===== src/rtl/oscilo_cmd_pkg.sv =====
// Shared types and constants for the UART command link of the oscilloscope.
// Imported by the RX-side framing logic and its timeout counter.
package oscilo_cmd_pkg;

   typedef enum logic [1:0] {
      ST_IDLE,
      ST_ARG,
      ST_DISPATCH,
      ST_RELEASE
   } rx_state_t;

   localparam logic [7:0] OP_GET_OFFSET  = 8'h01;
   localparam logic [7:0] OP_GET_SAMPLES = 8'h02;
   localparam logic [7:0] OP_SET_OFFSET  = 8'h81;
   localparam logic [7:0] OP_SET_TRIGGER = 8'h82;

   localparam int ARG_BYTES              = 4;
   localparam int TIMER_W                = 23;
   localparam int DEFAULT_TIMEOUT_CYCLES = 5_000_000;

endpackage


===== src/rtl/rx_timeout.sv =====
// Inter-byte idle counter for RX-side framers. expired is high in the cycle
// whose increment would bring the count to LIMIT, so the owner acts on that edge.
module rx_timeout
   import oscilo_cmd_pkg::*;
#(
   parameter int LIMIT = DEFAULT_TIMEOUT_CYCLES
) (
   input  logic clk_50mhz,
   input  logic reset,
   input  logic clear,
   input  logic enable,
   output logic expired
);

   localparam logic [TIMER_W-1:0] LAST_COUNT = TIMER_W'(LIMIT - 1);

   logic [TIMER_W-1:0] count;

   assign expired = enable && (count == LAST_COUNT);

   // NOTE: sequential state uses <= so every register samples pre-edge values.
   always_ff @(posedge clk_50mhz) begin
      if (!reset || clear) begin
         count <= '0;
      end else if (enable && !expired) begin
         count <= count + 1'b1;
      end
   end

endmodule


===== src/rtl/cmd_receiver.sv =====
// Frames UART RX bytes into opcode + optional 32-bit big-endian argument and
// offers each complete command to the decoder over a four-phase handshake.
module cmd_receiver
   import oscilo_cmd_pkg::*;
#(
   parameter int TIMEOUT_CYCLES = DEFAULT_TIMEOUT_CYCLES,
   parameter int ARG_OPCODE_BIT = 7
) (
   input  logic        clk_50mhz,
   input  logic        reset,
   input  logic [7:0]  rx_data,
   input  logic        rx_valid,
   output logic [7:0]  cmd_opcode,
   output logic [31:0] cmd_arg,
   output logic        cmd_activate,
   input  logic        cmd_done,
   output logic        err_timeout,
   output logic        err_overrun
);

   localparam logic [1:0] LAST_ARG_IDX = 2'(ARG_BYTES - 1);

   rx_state_t  state;
   logic [1:0] arg_idx;
   logic       timer_clear;
   logic       timer_expired;

   // An accepted byte restarts the gap; only an open argument frame can time out.
   assign timer_clear = rx_valid || (state != ST_ARG);

   rx_timeout #(
      .LIMIT (TIMEOUT_CYCLES)
   ) u_rx_timeout (
      .clk_50mhz (clk_50mhz),
      .reset     (reset),
      .clear     (timer_clear),
      .enable    (state == ST_ARG),
      .expired   (timer_expired)
   );

   always_ff @(posedge clk_50mhz) begin
      if (!reset) begin
         state        <= ST_IDLE;
         arg_idx      <= '0;
         cmd_opcode   <= '0;
         cmd_arg      <= '0;
         cmd_activate <= 1'b0;
         err_timeout  <= 1'b0;
         err_overrun  <= 1'b0;
      end else begin
         err_timeout <= 1'b0;
         err_overrun <= 1'b0;
         case (state)
            ST_IDLE: begin
               if (rx_valid) begin
                  cmd_opcode <= rx_data;
                  cmd_arg    <= '0;
                  if (rx_data[ARG_OPCODE_BIT]) begin
                     arg_idx <= '0;
                     state   <= ST_ARG;
                  end else begin
                     cmd_activate <= 1'b1;
                     state        <= ST_DISPATCH;
                  end
               end
            end
            ST_ARG: begin
               // A byte landing on the expiry cycle wins over the timeout.
               if (rx_valid) begin
                  cmd_arg <= {cmd_arg[23:0], rx_data};
                  if (arg_idx == LAST_ARG_IDX) begin
                     cmd_activate <= 1'b1;
                     state        <= ST_DISPATCH;
                  end else begin
                     arg_idx <= arg_idx + 1'b1;
                  end
               end else if (timer_expired) begin
                  cmd_arg     <= '0;
                  err_timeout <= 1'b1;
                  state       <= ST_IDLE;
               end
            end
            ST_DISPATCH: begin
               if (rx_valid) begin
                  err_overrun <= 1'b1;
               end
               if (cmd_done) begin
                  cmd_activate <= 1'b0;
                  state        <= ST_RELEASE;
               end
            end
            ST_RELEASE: begin
               if (rx_valid) begin
                  err_overrun <= 1'b1;
               end
               if (!cmd_done) begin
                  state <= ST_IDLE;
               end
            end
            default: begin
               cmd_activate <= 1'b0;
               state        <= ST_IDLE;
            end
         endcase
      end
   end

endmodule


===== config.mk =====
export PLATFORM = sky130hd
export DESIGN_NAME = cmd_receiver
export DESIGN_NICKNAME = d
export VERILOG_FILES = /design/src/rtl/oscilo_cmd_pkg.sv /design/src/rtl/rx_timeout.sv /design/src/rtl/cmd_receiver.sv
export SDC_FILE = /design/constraint.sdc
export NUM_CORES = 1
export LEC_CHECK = 0
export BUFFER_PORTS_ARGS = -buffer_cell sky130_fd_sc_hd__buf_2
export CORE_MARGIN = 3
export CORE_UTILIZATION = 54
export DETAILED_ROUTE_END_ITERATION = 6
export PLACE_DENSITY = 0.78
export REMOVE_ABC_BUFFERS = 1
export SLEW_MARGIN = 25
export SYNTH_ARGS = -nofsm -noshare
export SYNTH_HDL_FRONTEND = slang
export SYNTH_SLANG_ARGS = --single-unit

===== constraint.sdc =====
create_clock -name clk_50mhz -period 2.3 [get_ports clk_50mhz]
set_input_delay 0.345 -clock clk_50mhz [delete_from_list [all_inputs] [get_ports clk_50mhz]]
set_output_delay 0.345 -clock clk_50mhz [all_outputs]
set_load 0.03 [all_outputs]

==> results of run 1 <==
[cells in the final DEF (no fill, tap or decap), drive strengths merged, types with 4 or more instances in the layout]
cell type / instances
nor2: 24
o21ai: 16
nor3: 4
nand2: 20
a21oi: 6
nand4: 6
xnor2: 5
and3: 7
clkbuf: 9
a22o: 32
a21boi: 10
xor2: 13
nand3: 14
buf: 63
dfxtp: 70
[state kept, by name (all words and copies together), names as in the netlist]
| signal | flops |
|---|---|
| arg_idx | 2 |
| cmd_arg | 32 |
| u_rx_timeout.count | 23 |
| err_overrun | 1 |
| cmd_opcode | 8 |
| err_timeout | 1 |
| state | 2 |
| cmd_activate | 1 |
[worst max-delay path: cells and delay by family (launching register included)]
kind / cells / cell delay (ps)
flops: 1 / 390
fa+ha+maj: 1 / 220
simple gates: 3 / 860
compound gates: 2 / 360
buf+inv: 1 / 190
[per-layer routing]
metal  part of all wire  up-vias
met5                  0        -
met4             0.0094        0
met3              0.052        4
met2               0.43       55
met1               0.51     1055
li1                   -     1132
[final cells by class]
| class | count | area [um^2] | area share |
|---|---|---|---|
| clock inverters | 7 | 50.05 | 0.01541 |
| multi-input cells | 192 | 1246 | 0.3838 |
| flip-flops and latches | 70 | 1401 | 0.4316 |
| inverters | 1 | 3.754 | 0.001156 |
| repair buffers | 63 | 337.8 | 0.1040 |
| clock buffers | 9 | 123.9 | 0.03815 |
| well taps | 67 | 83.83 | 0.02582 |
[synth_stat cells, types with 2 or more instances]
library cell	count
nand3_1	13
and4_1	3
nand2_1	20
nand4_1	6
xor2_1	13
or4_1	2
buf_6	3
and3_1	7
buf_2	2
dfxtp_1	70
ha_1	2
a21oi_1	6
or2_2	2
or3_1	2
nor2_1	24
o21a_1	2
clkbuf_8	3
and2_1	2
nor2b_1	2
xnor2_1	5
o211ai_1	3
a22o_1	30
a21boi_0	10
clkbuf_1	7
nor4_1	3
a22o_2	2
o21ai_2	2
nor3_1	3
o21ai_0	14
nand2b_1	3
[cells by family (layout without fill, tap and decap cells)]
family                     count (synthesis)  count (layout)  synth area share
DFF                                       70              70            0.5061
and+or+nand+nor                           99              99            0.1871
AOI/OAI and AO/OA                         73              73            0.1966
adders and majority gates                  2               2          0.009036
buffers and inverters                     17              80           0.04428
xor gates and xnor gates                  18              18           0.05694
[through the flow]
step	total power, uW	std cells
2_1_floorplan	1414	263
3_3_place_gp	1490	393
4_1_cts	2350	409
6_report	2327	409
5_1_grt	2441	409
3_5_place_dp	1495	393
[final timing paths]
kind,from,to,slack [ps],depth (start not counted)
min,rx_data[5],cmd_arg[5]$_SDFFE_PN0P_,240,2
max,u_rx_timeout.count[1]$_SDFFE_PP0P_,u_rx_timeout.count[5]$_SDFFE_PP0P_,170,7
max reg2reg,u_rx_timeout.count[1]$_SDFFE_PP0P_,u_rx_timeout.count[5]$_SDFFE_PP0P_,170,7
min reg2reg,cmd_arg[26]$_SDFFE_PN0P_,cmd_arg[26]$_SDFFE_PN0P_,470,1
[power groups by stage]
| stage | Sequential (uW) | Clock [uW] | Combinational [uW] |
|---|---|---|---|
| after global routing | 1250 | 949 | 240 |
| final | 1250 | 861 | 217 |
| after CTS | 1250 | 883 | 217 |
| after global placement | 1280 | 0 | 213 |
| after floorplan | 1320 | 0 | 91.5 |
| after detailed placement | 1280 | 0 | 217 |
==> metrics.csv, run 1 <==
stage;metric;value;unit
timing;relSlewSlack;0.6248;
floorplan;dieArea;6023;um^2
detailed_routing;post_drt_wl_per_cell;13.51;um
floorplan;core_area;4848;um^2
synth;synth_edf_count;0;
clocking;cts.sinks;70;
timing;skew;7.269;ps
cells_and_area;nets;351;
floorplan;die_width;77.61;um
floorplan;ios;55;
place;gp_congestion;0.8154;
detailed_routing;drcViolationCount;0;
synth;ys_ff_latch;70;
clocking;clock_latency;340;ps
min_path;hp-class;primary input to flop;
synth;post_synth_instance_area;2769;um^2
floorplan;rows;25;
status;outcome;completed;
synth;synth_top_cell_by_area;dfxtp_1;
cells_and_area;area_growth;17.26;%
worst_setup_path;worst_ep_arrival_time;2350;ps
global_routing;grt_max_degree;33;
clocking;holdBufCountCts;0;
place;postPlaceCellArea;3072;um^2
place;place.port_buffers;54;
synth;synth.avg_cell_area;9.924;um^2
timing;rsz0062_at_grt;no;
synth;synth_top_area_share;0.5061;
timing;worst_pin_slew;562.8;ps
cells_and_area;drive_above_1_share;0.2632;
detailed_routing;via_per_inst;5.491;
clocking;cts.clk_slew.worst_paths;80;ps
timing;max_freq;469.1;MHz
timing;finalCritPeriodShare;0.9269;
floorplan;die_h;77.61;um
worst_setup_path;start_kind;flop;
clocking;postCtsSetupBuffers;0;
cells_and_area;diodes;0;
global_routing;grtUsageTotal;0.2001;
global_routing;met3_usage;0.06032;
timing;final_max_slew_viol_count;0;
place;hpwl;3871;um
detailed_routing;drtIter0Drc;130;
worst_setup_path;crit_required;2520;ps
synth;async_flop_share;0;
timing;hold_viol_final;0;
worst_setup_path;critPathMaxStageDelay;570;ps
power_and_ir_drop;p_int;1699;uW
clocking;cts_tree;done;
timing;period_needed;2132;ps
power_and_ir_drop;p_comb_frac;0.093;
global_routing;grt_use_met1;0.2824;
worst_setup_path;path_class;flop to flop;
cells_and_area;nFillCells;397;
synth;synthDistinctLibCells;43;
synth;yosysSeqAreaShare;0.5061;
global_routing;busiest_layer;met1;
clocking;numCtsBuffers;9;
floorplan;start_util;0.5711;
global_routing;grt_first_pass_wirelength;9515;um
synth;yosys_warnings;0;
global_routing;antenna_found_initial;0;
power_and_ir_drop;seqPwrFrac;0.537;
worst_setup_path;worstPathMaxFanout;10;
power_and_ir_drop;leakage;0.001345;uW
detailed_routing;vias;2246;
synth;ys.flop_type;dfxtp_1;
timing;holdWs;243.1;ps
flow_run;drv_cap;0;
timing;tns;0;ps
power_and_ir_drop;peakVddDrop;0.4185;mV
synth;synth_area_leaders;dfxtp_1 (51%), a22o_1 (9.5%), xor2_1 (4.1%);
clocking;h-tree-depth;3;
cells_and_area;stdcell_area;3247;um^2
global_routing;gr-total-overflow;0;
detailed_routing;antenna_left;0;
global_routing;grt_pass1_vias;1965;
place;place_ws;199.4;ps
clocking;clk_path_buf_depth;2;
power_and_ir_drop;power_density;716.8;nW/um^2
clocking;root_buffer;clkbuf_8;
power_and_ir_drop;swShare;0.2702;
worst_setup_path;crit_path_top_delay_cell;or4_1;
timing;layout_setup_ws;168.1;ps
detailed_routing;first_pass_iters;4;
worst_setup_path;crit_chain;ha_1, nand2_1, or4_1, buf_4, o21ai_2, or4_2, a21oi_1;
power_and_ir_drop;switchingPower;628.8;uW
timing;setup_viol;0;
global_routing;grt_use_met2;0.2817;
clocking;cts-resized-gates;0;
cells_and_area;final_util;0.6697;
worst_setup_path;cp-end-kind;flop;
detailed_routing;wirelength;5527;um
power_and_ir_drop;clockPowerShare;0.370;
synth;postSynthCellCount;279;
Power figures use the tool's default switching activity.
==> inputs of run 2 (changes only) <==
CORE_UTILIZATION = 56   (was 54)
CTS_BUF_LIST = sky130_fd_sc_hd__clkbuf_4   (was not set)
PLACE_DENSITY = 0.81   (was 0.78)
==> run 2 against run 1 <==
Clock power is 7.7% higher. Critical path depth stayed put. First-iteration DRC count is 26% higher. Count of clock-buffer cells in the layout stayed put. Clock skew is 7.3 ps higher. Fmax hardly changed. Critical path type unchanged.
==> metrics.csv, run 2 (synthesis results as in run 1) <==
stage;metric;value;unit;change
place;gp_congestion;0.8588;;+5.3%
clocking;cts.clk_slew.worst_paths;130;ps;+50 ps
timing;max_freq;468.6;MHz;about the same
power_and_ir_drop;peakVddDrop;0.3441;mV;-18%
place;postPlaceCellArea;3062;um^2;-0.33%
cells_and_area;most-common-layout-cells;dfxtp_1 (70), buf_2 (54), a22o_1 (30);;
clocking;root_buffer;clkbuf_4;;
global_routing;antenna_found_initial;0;;unchanged
power_and_ir_drop;leakage;0.001348;uW;+0.24%
timing;finalCritPeriodShare;0.9278;;about the same
timing;tns;0;ps;unchanged
detailed_routing;vias;2330;;+3.7%
power_and_ir_drop;power_density;738.6;nW/um^2;+3.0%
floorplan;dieArea;5824;um^2;-3.3%
global_routing;met3_usage;0.05556;;-0.004769
timing;skew;14.56;ps;+7.287 ps
detailed_routing;via_per_inst;5.739;;+4.5%
place;hpwl;4048;um;+4.6%
timing;hold_viol_final;0;;unchanged
flow_run;drv_cap;0;;unchanged
place;dp.cells;390;;-0.76%
global_routing;gr-total-overflow;0;;unchanged
global_routing;grt_pass1_vias;2131;;+8.4%
worst_setup_path;crit_required;2600;ps;+80 ps
timing;setup_viol;0;;unchanged
clocking;clock_latency;410;ps;+70 ps
detailed_routing;drcViolationCount;0;;unchanged
worst_setup_path;worst_ep_arrival_time;2430;ps;+80 ps
worst_setup_path;critPathMaxStageDelay;560;ps;about the same
timing;period_needed;2134;ps;+2.032 ps
global_routing;grtUsageTotal;0.2146;;+0.01444
floorplan;core_area;4564;um^2;-5.9%
cells_and_area;diodes;0;;unchanged
clocking;holdBufCountCts;0;;unchanged
clocking;clk_path_buf_depth;2;;unchanged
detailed_routing;post_drt_wl_per_cell;14.51;um;+7.4%
status;outcome;completed;;
cells_and_area;top_register;cmd_arg;;
floorplan;die_width;76.32;um;-1.7%
worst_setup_path;cp-end-kind;flop;;
timing;worst_pin_slew;579.0;ps;+16.26 ps
floorplan;rows;24;;-4.0%
worst_setup_path;path_class;flop to flop;;
floorplan;ios;55;;unchanged
global_routing;busiest_layer;met2;;
worst_setup_path;crit_path_top_delay_cell;or4_1;;
global_routing;grt_use_met1;0.2964;;+0.01400
clocking;numCtsBuffers;9;;unchanged
global_routing;grt_max_degree;33;;unchanged
worst_setup_path;worstPathMaxFanout;32;;+22
place;place.port_buffers;54;;unchanged
min_path;hp-class;primary input to flop;;
cells_and_area;stdcell_area;3243;um^2;-0.12%
timing;relSlewSlack;0.6140;;-0.01084
clocking;postCtsSetupBuffers;0;;unchanged
clocking;h-tree-depth;3;;unchanged
detailed_routing;wirelength;5892;um;+6.6%
global_routing;grt_use_met2;0.3111;;+0.02939
global_routing;grt_first_pass_wirelength;10260;um;+7.8%
worst_setup_path;start_kind;flop;;
worst_setup_path;crit_chain;ha_1, nand2_1, or4_1, nor3_2, o21ai_2, buf_4, a22o_1;;
cells_and_area;largest_reg_flops;32;;unchanged
cells_and_area;final_common_cell;dfxtp_1;;
clocking;cts.sinks;70;;unchanged
cells_and_area;fin_cells;406;;-0.73%
cells_and_area;drive_above_1_share;0.2610;;-0.002161
detailed_routing;first_pass_iters;4;;unchanged
floorplan;die_h;76.32;um;-1.7%
floorplan;start_util;0.6066;;+0.03554
detailed_routing;drtIter0Drc;164;;+26%
timing;rsz0062_at_grt;no;;
cells_and_area;area_growth;17.13;%;
detailed_routing;antenna_left;0;;unchanged
cells_and_area;nets;350;;-0.28%
cells_and_area;reg.largest.list;cmd_arg (32), u_rx_timeout.count (23), cmd_opcode (8);;
clocking;cts_tree;done;;
timing;final_max_slew_viol_count;0;;unchanged
-- run 2: metrics by stage --
step / util / worst slack [ps] / power (uW) / hold WS [ps]
after floorplan: - / 166.3 / 1414 / 444.7
after global placement: 0.6708 / 254.6 / 1489 / 453.2
after detailed placement: 0.6708 / 151.5 / 1491 / 451.9
after CTS: 0.7086 / 138.0 / 2407 / 139.9
after global routing: 0.7105 / 18.82 / 2511 / 135.0
final: 0.7105 / 166.1 / 2396 / 164.4
-- run 2: timing repair --
item                                    in CTS  in global routing
endpoints found under the hold margin        0                  0
endpoints found under the setup margin       0                  2
gates resized for setup                      0                  1
-- run 2: cell type report --
cell class	instances	area, um^2
multi-input cells	192	1254
flip-flops and latches	70	1401
clock inverters	7	105.1
well taps	65	81.33
clock buffers	9	67.56
repair buffers	62	330.3
fillers	372	1321
inverters	1	3.754
-- run 2: path summary, 6_finish.rpt --
kind / start / slack [ps] / cells past startpoint / endpoint
max: u_rx_timeout.count[1]$_SDFFE_PP0P_ / 170 / 7 / cmd_arg[22]$_SDFFE_PN0P_
min: rx_data[3] / 160 / 2 / cmd_arg[3]$_SDFFE_PN0P_
max reg2reg: u_rx_timeout.count[1]$_SDFFE_PP0P_ / 170 / 7 / cmd_arg[22]$_SDFFE_PN0P_
min reg2reg: arg_idx[1]$_SDFFE_PN0P_ / 480 / 2 / arg_idx[1]$_SDFFE_PN0P_
-- run 2: per-layer routing --
layer | up-vias | wire [um]
li1 | 1131 | -
met1 | 1107 | 2803
met2 | 79 | 2608
met3 | 13 | 358
met4 | 0 | 121
met5 | - | 0
-- run 2: critical path: cells and delay by family, from the launching register on --
family          cells  cell delay, ps
buf+inv             1             230
flops               1             410
fa+ha+maj           1             230
simple gates        3             860
compound gates      2             300
-- run 2: report_power, final --
group | total (uW) | switching [uW] | internal [uW]
logic | 214 | 145 | 69.6
registers | 1250 | 16.7 | 1240
clock network | 927 | 470 | 457
==> inputs of run 3 (changes only) <==
==> constraint.sdc (replaced) <==
create_clock -name clk_50mhz -period 2.3 [get_ports clk_50mhz]
set_input_delay 0 -clock clk_50mhz [delete_from_list [all_inputs] [get_ports clk_50mhz]]
set_output_delay 0 -clock clk_50mhz [all_outputs]
set_load 0.03 [all_outputs]
==> run 3 against run 2 <==
Sequential cell count is the same. Final area grew 3.9%. Die area is the same. Power grew 3.6%. Fmax grew 1.4%. Sequential share of layout area shrank 1.6 points. Final cell count grew 3.0%. Register-to-register slack gained 30 ps. Worst hold slack gained 200 ps. Count of clock-buffer cells in the layout is the same. Worst setup slack gained 30 ps. Clock power grew 8%. Critical path type unchanged. Critical endpoint is now cmd_arg[1]$_SDFFE_PN0P_. Largest cell class unchanged. Highest routed layer unchanged.
==> metrics.csv, run 3 (synthesis results as in run 1) <==
stage;metric;value;unit;change
place;gp_congestion;0.7899;;-8.0%
flow_run;drv_cap;0;;unchanged
worst_setup_path;worstPathMaxFanout;32;;unchanged
min_path;hp-start;rx_data[4];;
clocking;numCtsBuffers;9;;unchanged
place;dp.cells;391;;+0.26%
worst_setup_path;r2r_start;u_rx_timeout.count[1]$_SDFFE_PP0P_;;
worst_setup_path;timing.rr.end;cmd_arg[1]$_SDFFE_PN0P_;;
floorplan;rows;24;;unchanged
clocking;cts_tree;done;;
clocking;root_buffer;clkbuf_4;;
min_path;hp-class;primary input to flop;;
cells_and_area;stdcell_area;3371;um^2;+3.9%
min_path;hold-path-endpoint;cmd_arg[4]$_SDFFE_PN0P_;;
worst_setup_path;worst_ep_arrival_time;2410;ps;-20 ps
cells_and_area;nets;362;;+3.4%
power_and_ir_drop;power_density;736.0;nW/um^2;-0.36%
floorplan;dieArea;5824;um^2;unchanged
cells_and_area;final_common_cell;dfxtp_1;;
clocking;cts.sinks;70;;unchanged
timing;tns;0;ps;unchanged
global_routing;antenna_found_initial;0;;unchanged
timing;skew;8.539;ps;-6.017 ps
timing;relSlewSlack;0.6469;;+0.03297
min_path;holdPathStages;3;;+1
detailed_routing;wirelength;5927;um;+0.59%
timing;hold_viol_final;0;;unchanged
timing;setup_viol;0;;unchanged
floorplan;die_h;76.32;um;unchanged
worst_setup_path;r2r_slack;200;ps;+30 ps
cells_and_area;fin_cells;418;;+3.0%
timing;max_freq;475.3;MHz;+1.4%
cells_and_area;top_register;cmd_arg;;
detailed_routing;drtIter0Drc;162;;-1.2%
timing;holdWs;359.6;ps;+195.2 ps
cells_and_area;most-common-layout-cells;dfxtp_1 (70), buf_2 (54), a22o_1 (30);;
worst_setup_path;start_kind;flop;;
place;place_ws;153.8;ps;+2.355 ps
clocking;clk_path_buf_depth;2;;unchanged
timing;final_max_slew_viol_count;0;;unchanged
clocking;postCtsSetupBuffers;0;;unchanged
global_routing;grt_pass1_vias;2104;;-1.3%
floorplan;ios;55;;unchanged
cells_and_area;reg.largest.list;cmd_arg (32), u_rx_timeout.count (23), cmd_opcode (8);;
power_and_ir_drop;peakVddDrop;0.3873;mV;+13%
worst_setup_path;rr_worst_depth;7;;unchanged
clocking;h-tree-depth;3;;unchanged
floorplan;start_util;0.6066;;unchanged
cells_and_area;largest_reg_flops;32;;unchanged
clocking;clock_latency;400;ps;about the same
cells_and_area;area_growth;21.74;%;
floorplan;die_width;76.32;um;unchanged
detailed_routing;drcViolationCount;0;;unchanged
timing;worst_pin_slew;527.6;ps;-51.41 ps
worst_setup_path;path_class;flop to flop;;
detailed_routing;vias;2304;;-1.1%
detailed_routing;via_per_inst;5.512;;-4.0%
clocking;cts.clk_slew.worst_paths;120;ps;about the same
worst_setup_path;crit_required;2610;ps;about the same
place;postPlaceCellArea;3069;um^2;+0.24%
global_routing;grt_first_pass_wirelength;10330;um;+0.67%
timing;layout_setup_ws;196.0;ps;+29.98 ps
status;outcome;completed;;
global_routing;grtUsageTotal;0.2175;;+0.002921
timing;rsz0062_at_grt;no;;
timing;finalCritPeriodShare;0.9148;;-0.01303
global_routing;gr-total-overflow;0;;unchanged
power_and_ir_drop;leakage;0.001408;uW;+4.5%
cells_and_area;diodes;0;;unchanged
floorplan;core_area;4564;um^2;unchanged
detailed_routing;first_pass_iters;5;;+1
place;hpwl;3983;um;-1.6%
timing;period_needed;2104;ps;-29.98 ps
global_routing;grt_max_degree;33;;unchanged
cells_and_area;drive_above_1_share;0.2550;;-0.006040
detailed_routing;antenna_left;0;;unchanged
detailed_routing;post_drt_wl_per_cell;14.18;um;-2.3%
worst_setup_path;cp-end-kind;flop;;
place;place.port_buffers;54;;unchanged
-- run 3: cell count changes in the layout (fill, tap and decap cells not counted) --
cell,before,now
bufinv_16,2,3
o21ai_2,1,2
or4_4,0,1
clkinv_2,0,1
inv_8,1,0
dlygate4sd3_1,0,11
or4_1,2,1
and3_2,1,0
o21ai_4,1,0
clkinv_4,1,0
buf_4,8,9
and3_1,6,7
-- run 3: where the power goes --
group,total [uW],internal [uW],switching (uW),leakage [uW]
Combinational,226,81.5,145,0.000745
Clock,1000,556,445,0.0000969
Sequential,1250,1240,16.9,0.000566
Total,2480,1870,607,0.00141
-- run 3: routing by layer --
layer  vias up  track usage  wire [um]
li1       1150            -          -
met1      1072       0.3030       2851
met2        74       0.3225       2660
met3         8      0.04728        327
met4         0      0.09783         87
met5         -            0          0
-- run 3: how the worst max path moves through the flow --
stage	from	slack, ps	cells past startpoint	end
after floorplan	u_rx_timeout.count[0]$_SDFFE_PP0P_	170	6	cmd_arg[1]$_SDFFE_PN0P_
after global placement	u_rx_timeout.count[1]$_SDFFE_PP0P_	220	7	cmd_arg[31]$_SDFFE_PN0P_
after detailed placement	u_rx_timeout.count[1]$_SDFFE_PP0P_	150	7	cmd_arg[1]$_SDFFE_PN0P_
after CTS	u_rx_timeout.count[1]$_SDFFE_PP0P_	140	7	cmd_arg[1]$_SDFFE_PN0P_
after global routing	u_rx_timeout.count[1]$_SDFFE_PP0P_	70	7	cmd_arg[31]$_SDFFE_PN0P_
final	u_rx_timeout.count[1]$_SDFFE_PP0P_	200	7	cmd_arg[1]$_SDFFE_PN0P_
-- run 3: worst max-delay path: stages (launching register included) --
cell	delay (ps)
dfxtp_1	410
ha_1	210
nand2_1	90
or4_4	560
nor3_2	190
o21ai_2	70
buf_4	220
a22o_2	240
-- run 3: per-stage QoR --
step	total power [uW]	utilization
6_report	2481	0.7385
3_5_place_dp	1494	0.6724
3_3_place_gp	1490	0.6724
4_1_cts	2503	0.7377
5_1_grt	2598	0.7385
2_1_floorplan	1414	-
-- run 3: cell type report --
class | instances | area, um^2
flip-flops and latches | 70 | 1401
multi-input cells | 192 | 1249
fillers | 356 | 1194
repair buffers | 74 | 447.9
clock inverters | 7 | 120.1
well taps | 65 | 81.33
clock buffers | 9 | 67.56
inverters | 1 | 3.754
-- run 3: repair_timing --
item	CTS	global route
hold buffers	11	0
endpoints found under the hold margin	22	0
setup endpoints to repair	0	2
gates resized for setup	0	1
